<file path="src/rtl/serial_adder_if.sv">
// Operand/result bundle for the bit-serial adder/subtractor.
// master drives a request; slave returns status and the registered result.
interface serial_adder_if #(
  parameter int unsigned WIDTH = 64
) ();
  logic             start;
  logic             sub;
  logic [WIDTH-1:0] a;
  logic [WIDTH-1:0] b;
  logic             busy;
  logic             done;
  logic [WIDTH-1:0] sum;
  logic             cout;
  logic             ovf;

  modport master (output start, sub, a, b, input busy, done, sum, cout, ovf);
  modport slave  (input start, sub, a, b, output busy, done, sum, cout, ovf);
endinterface

</file>
<file path="src/rtl/serial_adder.sv">
// Bit-serial add/subtract, one bit per clock LSB first; WIDTH cycles per operation.
// Subtraction is a + ~b + 1, so cout=1 means no borrow.
module serial_adder #(
  parameter int unsigned WIDTH = 64
) (
  input logic           clk,
  input logic           rst,
  serial_adder_if.slave bus
);
  localparam int unsigned CW = (WIDTH > 1) ? $clog2(WIDTH) : 1;
  localparam logic [CW-1:0] LAST = CW'(WIDTH - 1);

  typedef enum logic [1:0] {IDLE, RUN, DONE} state_e;

  state_e           state_q, state_d;
  logic [WIDTH-1:0] a_q, a_d, b_q, b_d, res_q, res_d, sum_q, sum_d;
  logic [CW-1:0]    cnt_q, cnt_d;
  logic             carry_q, carry_d, cout_q, cout_d, ovf_q, ovf_d;
  logic             busy_q, busy_d, done_q, done_d;
  logic             s_bit, c_next;

  // Full adder on the current LSBs of the shifting operand registers
  assign s_bit  = a_q[0] ^ b_q[0] ^ carry_q;
  assign c_next = (a_q[0] & b_q[0]) | (a_q[0] & carry_q) | (b_q[0] & carry_q);

  always_ff @(posedge clk or posedge rst) begin
    if (rst) begin
      state_q <= IDLE;
      a_q     <= '0;
      b_q     <= '0;
      res_q   <= '0;
      sum_q   <= '0;
      cnt_q   <= '0;
      carry_q <= 1'b0;
      cout_q  <= 1'b0;
      ovf_q   <= 1'b0;
      busy_q  <= 1'b0;
      done_q  <= 1'b0;
    end else begin
      state_q <= state_d;
      a_q     <= a_d;
      b_q     <= b_d;
      res_q   <= res_d;
      sum_q   <= sum_d;
      cnt_q   <= cnt_d;
      carry_q <= carry_d;
      cout_q  <= cout_d;
      ovf_q   <= ovf_d;
      busy_q  <= busy_d;
      done_q  <= done_d;
    end
  end

  always_comb begin
    state_d = state_q;
    a_d     = a_q;
    b_d     = b_q;
    res_d   = res_q;
    sum_d   = sum_q;
    cnt_d   = cnt_q;
    carry_d = carry_q;
    cout_d  = cout_q;
    ovf_d   = ovf_q;

    unique case (state_q)
      IDLE, DONE: begin
        state_d = IDLE;
        if (bus.start) begin
          state_d = RUN;
          a_d     = bus.a;
          b_d     = bus.b ^ {WIDTH{bus.sub}};
          carry_d = bus.sub;
          cnt_d   = '0;
          res_d   = '0;
        end
      end
      RUN: begin
        a_d     = a_q >> 1;
        b_d     = b_q >> 1;
        carry_d = c_next;
        res_d   = {s_bit, res_q[WIDTH-1:1]};
        cnt_d   = cnt_q + CW'(1);
        if (cnt_q == LAST) begin
          // carry_q here is the carry into the MSB
          state_d = DONE;
          cnt_d   = '0;
          sum_d   = {s_bit, res_q[WIDTH-1:1]};
          cout_d  = c_next;
          ovf_d   = carry_q ^ c_next;
        end
      end
      default: state_d = IDLE;
    endcase

    busy_d = (state_d == RUN);
    done_d = (state_d == DONE);
  end

  assign bus.busy = busy_q;
  assign bus.done = done_q;
  assign bus.sum  = sum_q;
  assign bus.cout = cout_q;
  assign bus.ovf  = ovf_q;
endmodule
</file>
<file path="src/flat_wrapper.sv">
// flat-port wrapper written by rule: the top's interface ports become plain ports
module serial_adder_flat 
#(
  parameter int unsigned WIDTH = 64
)
  (clk, rst, bus_start, bus_sub, bus_a, bus_b, bus_busy, bus_done, bus_sum, bus_cout, bus_ovf);
  serial_adder_if #(.WIDTH(WIDTH)) bus_i ();
  input logic clk;
  input logic rst;
  input wire logic [$bits(bus_i.start)-1:0] bus_start;
  input wire logic [$bits(bus_i.sub)-1:0] bus_sub;
  input wire logic [$bits(bus_i.a)-1:0] bus_a;
  input wire logic [$bits(bus_i.b)-1:0] bus_b;
  output wire logic [$bits(bus_i.busy)-1:0] bus_busy;
  output wire logic [$bits(bus_i.done)-1:0] bus_done;
  output wire logic [$bits(bus_i.sum)-1:0] bus_sum;
  output wire logic [$bits(bus_i.cout)-1:0] bus_cout;
  output wire logic [$bits(bus_i.ovf)-1:0] bus_ovf;
  assign bus_i.start = bus_start;
  assign bus_i.sub = bus_sub;
  assign bus_i.a = bus_a;
  assign bus_i.b = bus_b;
  assign bus_busy = bus_i.busy;
  assign bus_done = bus_i.done;
  assign bus_sum = bus_i.sum;
  assign bus_cout = bus_i.cout;
  assign bus_ovf = bus_i.ovf;
  serial_adder #(.WIDTH(WIDTH)) u_core (.clk(clk), .rst(rst), .bus(bus_i));
endmodule
</file>
<file path="config.mk">
export PLATFORM = sky130hd
export DESIGN_NAME = serial_adder_flat
export DESIGN_NICKNAME = d
export VERILOG_FILES = /design/src/rtl/serial_adder_if.sv /design/src/rtl/serial_adder.sv /design/src/flat_wrapper.sv
export SDC_FILE = /design/constraint.sdc
export NUM_CORES = 1
export LEC_CHECK = 0
export BUFFER_PORTS_ARGS = -buffer_cell sky130_fd_sc_hd__buf_2
export CORE_MARGIN = 10
export CORE_UTILIZATION = 50
export CTS_CLUSTER_DIAMETER = 50
export DETAILED_ROUTE_END_ITERATION = 16
export PLACE_DENSITY_LB_ADDON = 0.2
export REMOVE_ABC_BUFFERS = 1
export SYNTH_ARGS = -nofsm -noshare
export SYNTH_HDL_FRONTEND = slang
export SYNTH_SLANG_ARGS = --single-unit
</file>
<file path="constraint.sdc">
create_clock -name clk -period 9.7 [get_ports clk]
set_input_delay 0.97 -clock clk [delete_from_list [all_inputs] [get_ports clk]]
set_output_delay 0.97 -clock clk [all_outputs]
set_load 0.02 [all_outputs]
</file>
==> metrics <==
Top Ports=200; CP max-delay cell=nor3_4; WL final=between 20 and 25 mm; Hold Path Origin=u_core.bus.sum[41]; Worst VDD drop=0.139 mV; Mapped Avg Cell Area=12.4 um2; Die H=approximately 170 um; clk slew on worst S/H paths=roughly 0.060 ns; Max Freq=328 MHz; Critical Path Stages=5; clk_lat worst skew=0.55 ns; max-slew violations=0; I/O Buffers=just under 200; Syn Inst Count=900; die area=between 20000 and 30000 um2; Post-CTS Setup Bufs=0; First DRT Iteration DRCs=between 700 and 800; Area Growth Syn to Fin=18.8%; largest net degree at the start of global routing=142; Final nets=about 1200; clk sinks=268; WP buf/inv=2; Pwr Total=3.45 mW; Root Driver=clkbuf_16; Worst R2R Setup Slack=between 6 and 7 ns; Antenna Cells=0; hold violation total from the final report=0; unrepaired setup endpoints after global routing=false; max-cap violation count=0; status=finished, final reports clean; top post-synthesis cells by area=dfrtp_1 60%, a221o_1 5.8%, a22o_1 5.3%; first-pass GRT wire length=approximately 41 mm; critical path, cell by cell=nand2b_2, buf_4, nor3_4, buf_4, mux2_2; Final ANT Viol Nets=0; Startpoint Class=register; Distinct cells, synth=31; area fraction of the dominant cell type after synthesis=60.3%; Worst EP required=roughly 10 ns; H-tree Lvls=1; commonest non-fill, non-tap cell in the layout=dfrtp_1; Worst EP arrival=3.49 ns; WHS Path Cells=1; clock buffer depth=3; shortest period the worst path allows=3.05 ns; R2R cell count=5; Worst Max-Slew Pin Slew=1.17 ns; pre-CTS setup slack=6.11 ns; CTS Buf Count=29; detailed-placement wirelength estimate=~16 mm; Hold Crit Class=register to register; CTS tree=done; biggest area consumer among synthesized cells=dfrtp_1; Reg-to-Reg End=u_core.bus.sum[54]; Max transition margin=21.8%; dpl cell area=approximately 12000 um2; vias in the first global route=a little under 8000; final instance area=13200 um2; Hold Buf Count CTS=0; initial core utilization=about 51%; worst-path fanout max=73; DRC Markers=0; share of cells above drive strength 1=28.2%; Critical Path End Type=register; sequential fraction of the synthesis area=60.3%; Most common cell on crit path=buf_4; Core ar.=between 20000 and 25000 um2; Pre-antenna DRT Iters=5; warning count from the yosys run=0; PostCTS Resize Cnt=0; slowest cell delay on critical path=0.95 ns; skew final=about 0.01 ns; WL/cell=18.1 um; PnR worst setup slack=6.65 ns; Top delay family on crit path=simple AND/OR/NAND/NOR gates; antenna violations before repair=2; all-layer global routing usage=16.8%; via count=7674; critical path class=register to register; most frequent cells in the layout=268 x dfrtp_1, 198 x buf_2, 68 x nand3_1, 67 x a22o_1, 66 x nand2_1; via/cell ratio=5.63; # rows=54; final setup violation count=0; aggregate global routing overflow=0; Synth Register Bits=268; Lkg Pwr=between 6 and 7 nW; Worst Hold Path EP=u_core.bus.sum[41]; Cell Area, Synth=about 11000 um2; power density over the cells=261 nW/um2; reg2reg start=u_core.state_q[1]; gpl congestion=0.763; Die X=169 um; Final period util=31.5%
-- synthesized netlist by cell type --
cell type / number
o22ai_1: 1
a221o_1: 64
nor2b_1: 3
or3_1: 1
mux2_2: 37
a22oi_1: 62
nor3_2: 1
xor2_1: 2
clkbuf_1: 35
a22o_1: 67
nand3_1: 68
xnor2_1: 64
buf_6: 4
o2bb2ai_1: 1
o21ai_0: 3
inv_1: 6
mux2i_1: 3
fa_1: 1
nand2b_1: 2
nor2_1: 65
buf_1: 6
nand2_1: 66
or4_1: 1
nand3_2: 1
ha_1: 1
nor3_1: 3
buf_2: 35
o2111ai_1: 1
o211ai_1: 1
dfrtp_1: 268
mux2_1: 27
-- worst max path at each step --
| stage | startpoint | endpoint |
|---|---|---|
| finish | u_core.state_q[1] | u_core.bus.sum[54] |
| global route | u_core.state_q[1] | u_core.bus.sum[60] |
| CTS | u_core.state_q[1] | u_core.bus.sum[54] |
| detailed placement | bus_start | u_core.b_q[40] |
| global placement | bus_start | u_core.b_q[33] |
| floorplan | u_core.state_q[1] | u_core.b_q[63] |
-- cells by family after synthesis --
logic type / Yosys count / share of synthesized area [%]
AOI/OAI and AO/OA: 200 / 15.6
xor gates and xnor gates: 66 / 5.20
buffers and inverters: 86 / 3.57
and+or+nand+nor: 211 / 8.21
DFF: 268 / 60.3
muxes: 67 / 6.75
adders and majority gates: 2 / 0.293
-- flip-flops by register name, indices dropped and copies added (netlist names) --
register / cells
u_core.a_q: 64
u_core.b_q: 64
u_core.bus.busy: 1
u_core.bus.cout: 1
u_core.bus.done: 1
u_core.bus.ovf: 1
u_core.bus.sum: 64
u_core.carry_q: 1
u_core.cnt_q: 6
u_core.res_q: 63
u_core.state_q: 2
-- final cells by class --
type | count | area [um2]
Sequential cell | 268 | 6710
Fill cell | 1785 | 8620
Clock inverter | 17 | 186
Clock buffer | 37 | 816
Multi-Input combinational cell | 546 | 4050
Inverter | 6 | 30.0
Timing Repair Buffer | 208 | 1070
Tap cell | 280 | 350
-- where the power goes --
part / switching [mW] / internal [mW] / leakage, nW
Sequential: 0.238 / 1.47 / 3.43
Combinational: 0.279 / 0.341 / 2.48
Clock: 0.460 / 0.658 / 0.491
-- metal layers --
metal / vias to the layer above / global-route usage [%] / routed length (um)
li1: 3598 / - / -
met1: 3795 / 24.7 / 11800
met2: 243 / 24.5 / 10600
met3: 34 / 4.89 / 1840
met4: 4 / 3.15 / 316
met5: - / 0 / 24
-- metrics by stage --
stage                     instances  hold slack, ns  TNS [ns]  utilization, %
after floorplan                 820           0.461   -795.30               -
after global placement         1308           0.462         0            55.9
after detailed placement       1308           0.469         0            55.9
after CTS                      1362           0.483         0            60.5
after global routing           1362           0.491         0            60.5
final                          1362           0.479         0            60.5
Power figures use the tool's default switching activity.
